<file path="src/rtl/clk_period_meter.sv">
// rtl/clk_period_meter.sv - measures i_clk_in period in i_clk cycles with lock/timeout reporting
// Optional high-phase measurement enabled by defining CLK_PERIOD_METER_HIGH_TIME_EN.
module clk_period_meter #(
    parameter int SIZE        = 16,
    parameter int SYNC_STAGES = 2,
    parameter int MAX_PERIOD  = 65535,
    parameter int TOLERANCE   = 1
) (
    input  logic            i_clk,
    input  logic            i_reset,
    input  logic            i_enable,
    input  logic            i_clk_in,
    output logic [SIZE-1:0] o_period,
    output logic            o_valid,
    output logic            o_locked,
    output logic            o_timeout,
    output logic [SIZE-1:0] o_high_time
);

    localparam logic [SIZE-1:0] LAST_COUNT = SIZE'(MAX_PERIOD - 1);
    localparam logic [SIZE-1:0] TOL        = SIZE'(TOLERANCE);

    typedef enum logic [1:0] {IDLE, ARM, MEASURE, TIMEOUT} state_t;

    state_t                 state;
    logic [SYNC_STAGES-1:0] sync_q;
    logic                   hist_q;
    logic [SIZE-1:0]        counter;
    logic [SIZE-1:0]        prev_period;
    logic                   has_prev;
    logic [SIZE-1:0]        next_period;
    logic [SIZE-1:0]        delta;
    logic                   synced;
    logic                   rise;

    assign synced      = sync_q[SYNC_STAGES-1];
    assign rise        = synced & ~hist_q;
    assign next_period = counter + SIZE'(1);
    assign delta       = (next_period >= prev_period) ? (next_period - prev_period)
                                                      : (prev_period - next_period);

    always_ff @(posedge i_clk or posedge i_reset) begin
        if (i_reset) begin
            sync_q <= '0;
            hist_q <= 1'b0;
        end else begin
            sync_q <= {sync_q[SYNC_STAGES-2:0], i_clk_in};
            hist_q <= synced;
        end
    end

    always_ff @(posedge i_clk or posedge i_reset) begin
        if (i_reset) begin
            state       <= IDLE;
            counter     <= '0;
            prev_period <= '0;
            has_prev    <= 1'b0;
            o_period    <= '0;
            o_valid     <= 1'b0;
            o_locked    <= 1'b0;
            o_timeout   <= 1'b0;
        end else begin
            o_valid <= 1'b0;
            // Disable overrides everything, including a rise seen this same cycle.
            if (!i_enable) begin
                state     <= IDLE;
                counter   <= '0;
                has_prev  <= 1'b0;
                o_locked  <= 1'b0;
                o_timeout <= 1'b0;
            end else begin
                case (state)
                    IDLE: begin
                        counter <= '0;
                        state   <= ARM;
                    end
                    ARM: begin
                        if (rise) begin
                            counter  <= '0;
                            has_prev <= 1'b0;
                            state    <= MEASURE;
                        end
                    end
                    MEASURE: begin
                        if (rise) begin
                            o_period    <= next_period;
                            o_valid     <= 1'b1;
                            prev_period <= next_period;
                            counter     <= '0;
                            o_locked    <= has_prev && (delta <= TOL);
                            has_prev    <= 1'b1;
                        end else if (counter == LAST_COUNT) begin
                            state     <= TIMEOUT;
                            o_timeout <= 1'b1;
                            o_locked  <= 1'b0;
                        end else begin
                            counter <= counter + SIZE'(1);
                        end
                    end
                    TIMEOUT: begin
                        o_locked <= 1'b0;
                        // The recovering edge only re-arms; the period before it is unknown.
                        if (rise) begin
                            o_timeout <= 1'b0;
                            counter   <= '0;
                            has_prev  <= 1'b0;
                            state     <= MEASURE;
                        end
                    end
                    default: state <= IDLE;
                endcase
            end
        end
    end

`ifdef CLK_PERIOD_METER_HIGH_TIME_EN
    logic            fall;
    logic [SIZE-1:0] high_count;
    logic            high_run;

    assign fall = ~synced & hist_q;

    always_ff @(posedge i_clk or posedge i_reset) begin
        if (i_reset) begin
            high_count  <= '0;
            high_run    <= 1'b0;
            o_high_time <= '0;
        end else if (!i_enable) begin
            high_count  <= '0;
            high_run    <= 1'b0;
            o_high_time <= '0;
        end else if (rise && state != IDLE) begin
            high_count <= '0;
            high_run   <= 1'b1;
        end else if (state == MEASURE && high_run) begin
            if (fall) begin
                o_high_time <= high_count + SIZE'(1);
                high_run    <= 1'b0;
            end else if (high_count != LAST_COUNT) begin
                high_count <= high_count + SIZE'(1);
            end
        end
    end
`else
    assign o_high_time = '0;
`endif

endmodule
</file>
<file path="config.mk">
export PLATFORM = sky130hd
export DESIGN_NAME = clk_period_meter
export DESIGN_NICKNAME = d
export VERILOG_FILES = /design/src/rtl/clk_period_meter.sv
export SDC_FILE = /design/constraint.sdc
export NUM_CORES = 1
export LEC_CHECK = 0
export CAP_MARGIN = 20
export CORE_UTILIZATION = 33
export CTS_CLUSTER_SIZE = 20
export DETAILED_ROUTE_END_ITERATION = 10
export DONT_BUFFER_PORTS = 1
export GPL_TIMING_DRIVEN = 0
export PLACE_DENSITY_LB_ADDON = 0.12
export RECOVER_POWER = 50
export SYNTH_ARGS = -nofsm -noshare
export SYNTH_HDL_FRONTEND = slang
export SYNTH_SLANG_ARGS = --single-unit
</file>
<file path="constraint.sdc">
create_clock -name i_clk -period 6.4 [get_ports i_clk]
set_input_delay 1.92 -clock i_clk [delete_from_list [all_inputs] [get_ports i_clk]]
set_output_delay 1.92 -clock i_clk [all_outputs]
set_load 0.01 [all_outputs]
</file>
==> impl_metrics.csv <==
group,metric,value,unit
run_status,status,"finished, violations left",
run_status,violations,"max-capacitance violations, max-slew violations",
cts,cts-buffers-inserted,5,
global_routing,track_usage,17.3,%
setup_path,cp.required,6.63,ns
setup_path,end_kind,"flip-flop",
power_and_ir_drop,leakagePower,1.91,nW
route,wire_per_inst,14.9,µm
floorplan,coreArea,10900,µm²
floorplan,rows,38,
cts,post-cts-setup-buffer-count,0,
route,first_pass_iters,4,
cts,cts_tree,"done",
route,ant_nets,0,
global_routing,grt_pass1_wl,15.8,mm
route,drtIter0Drc,135,
cts,ctsResizeCount,0,
cts,cts_hold_buf,0,
finish,drive_above_1_share,9.05,%
route,wirelength,9.52,mm
route,drc_errors,0,
timing,fin_crit_sh,70.2,%
cts,clk_pin_slew,0.08,ns
cts,ctsHtreeMaxLevel,2,
setup_path,arrival,4.72,ns
hold_path,hold_path_class,"reg -> reg",
power_and_ir_drop,sw_frac_of_total,28.0,%
cts,clkLatencyLatePin,0.29,ns
yosys,synth-main-ff-cell,"dfrtp_1",
yosys,synth_edf_count,0,
yosys,synth-seq-cells,41,
timing,skew,0.00548,ns
finish,num-fill-cells,1142,
cts,clockRootBuffer,"clkbuf_8",
yosys,synth.avg_cell_area,7.85,µm²
power_and_ir_drop,p_clk_share,34.1,%
yosys,synthesis.area,3720,µm²
placed_design,gp_congestion,0.822,
setup_path,reg2reg_from,"counter[0]",
setup_path,criticalPathCategory,"reg -> reg",
timing,totalNegativeSetupSlack,0,ns
setup_path,crit_fanout,9,
route,via_per_inst,5.11,
setup_path,startpoint_type,"flip-flop",
floorplan,die_h,108,µm
timing,period_minus_slack,4.49,ns
floorplan,ioPinCount,39,
floorplan,die_x,108,µm
timing,max_slew.worst_pin.slew,1.52,ns
yosys,yosys_warnings,0,
power_and_ir_drop,ir_worst_vdd,0.122,mV
timing,setup_viol,0,
placed_design,io_buffers,0,
cts,cts.path.max_buffers,2,
power_and_ir_drop,p_int,0.454,mW
yosys,seq_area_frac_synth,27.6,%
timing,fmax,223,MHz
timing,fin_hold_ws,0.359,ns
power_and_ir_drop,power_frac_seq,43.1,%
hold_path,hold_depth,0,
yosys,yosysUniqueCellTypes,65,
finish,diodes,0,
setup_path,r2r-end,"o_locked",
hold_path,min_from,"sync_q[0]",
cts,cts_sinks,41,
global_routing,grt_max_degree,42,
global_routing,antenna_found_initial,0,
floorplan,dieArea,11700,µm²
timing,drv_slew,42,
run,drv_cap,1,
power_and_ir_drop,power_density,155,nW/µm²
finish,final_common_cell,"nand2_1",
placed_design,place.detailed.hpwl,7.61,mm
global_routing,grt-ovfl-total,0,
yosys,async_flop_share,100,%
timing,hold_viol_final,0,
yosys,synthCells,474,
route,vias,3255,
global_routing,grt_pass1_vias,3082,
setup_path,worstRegToRegCells,19,
power_and_ir_drop,switching_power,0.176,mW
finish,mostFrequentLayoutCells,"nand2_1 (58), o21ai_0 (48), dfrtp_1 (41)",
floorplan,initial_core_util,34.2,%
hold_path,min_to,"sync_q[1]",
power_and_ir_drop,power_frac_comb,22.7,%
finish,syn2layout_area_growth,9.45,%
setup_path,r2r_slack,1.91,ns
finish,final_nets,535,
timing,max-slew-margin-rel,-1.12,%
timing,rsz0062_at_grt,"no",
[power by group through the flow]
stage | Combinational (mW) | Clock (mW) | Sequential, mW
finish | 0.143 | 0.215 | 0.272
detailed placement | 0.142 | 0 | 0.277
global route | 0.161 | 0.235 | 0.273
global placement | 0.143 | 0 | 0.277
floorplan | 0.113 | 0 | 0.276
CTS | 0.144 | 0.226 | 0.272
[worst max-delay path, stage by stage, from the launching register on]
cell,delay [ns]
dfrtp_1,0.47
ha_1,0.18
clkbuf_1,0.27
nand2_1,0.18
nor2_1,0.34
nand3_1,0.14
xor2_1,0.32
inv_1,0.08
ha_1,0.28
clkbuf_1,0.32
and3_1,0.20
o21ai_0,0.06
nand2_1,0.07
inv_1,0.06
or2_1,0.21
buf_2,0.16
nor4_1,0.49
a21oi_1,0.15
nor4_1,0.21
a31o_1,0.22
[metal layers]
| layer | track usage (%) | vias to the layer above | wire, µm |
|---|---|---|---|
| met4 | 6.65 | 0 | 250 |
| met1 | 22.8 | 1497 | 4550 |
| met2 | 28.8 | 80 | 4370 |
| li1 | - | 1657 | - |
| met5 | 0 | - | 0 |
| met3 | 2.17 | 21 | 348 |
[worst max path at each step]
stage | end | startpoint
4_1_cts | o_locked | counter[0]
6_report | o_locked | counter[0]
2_1_floorplan | o_locked | counter[0]
3_3_place_gp | o_locked | counter[0]
5_1_grt | o_locked | counter[0]
3_5_place_dp | o_locked | counter[0]
[state kept, by name (all words and copies together), names as in the netlist]
name and cells:
hist_q 1, o_timeout 1, o_valid 1, prev_period 16, state 2, sync_q 2
has_prev 1, o_locked 1, counter 16
[synthesized netlist by cell type, drive strengths merged (5+ instances only)]
cell type / number / share of area [%]
a211o: 5 / 1.2
a21oi: 35 / 5.3
buf: 22 / 4.4
clkbuf: 13 / 1.3
dfrtp: 41 / 28
ha: 33 / 11
inv: 39 / 3.9
nand2: 59 / 6.0
nand2b: 5 / 0.84
nand3: 15 / 2.0
nand4: 10 / 1.7
nor2: 37 / 3.7
nor2b: 8 / 1.3
nor3: 7 / 0.94
o21a: 8 / 1.6
o21ai: 50 / 6.7
or2: 5 / 0.84
or3: 5 / 0.84
xnor2: 8 / 1.9
xor2: 13 / 3.1
[cell type report]
cell class	count	area, µm²	area share [%]
buffer	35	211	5.19
clock buffer	6	82.6	2.03
clock inverter	2	37.5	0.922
inverter	39	146	3.60
multi-input combinational	374	2390	58.8
sequential	41	1030	25.2
tap	140	175	4.30
[cells by family (layout without fill, tap and decap cells)]
| kind of cell | Yosys count | after routing | synth area share, % |
|---|---|---|---|
| other cells | 1 | 16 | 0.101 |
| compound gates | 131 | 131 | 23.1 |
| fa+ha+maj | 35 | 35 | 12.2 |
| buf+inv | 74 | 82 | 9.62 |
| flops | 41 | 41 | 27.6 |
| mux | 2 | 2 | 0.572 |
| simple gates | 169 | 169 | 21.9 |
| xor+xnor | 21 | 21 | 4.94 |
[metrics by stage]
stage	worst slack, ns	cell area, µm²	std cells	util (%)	total power [mW]
3_3_place_gp	1.92	3950	629	36.3	0.420
3_5_place_dp	1.94	3950	629	36.3	0.420
5_1_grt	1.49	4070	637	37.4	0.669
2_1_floorplan	2.78	3780	489	-	0.389
6_report	1.91	4070	637	37.4	0.630
4_1_cts	1.90	4070	637	37.4	0.641
(Power assumes the default switching activity.)
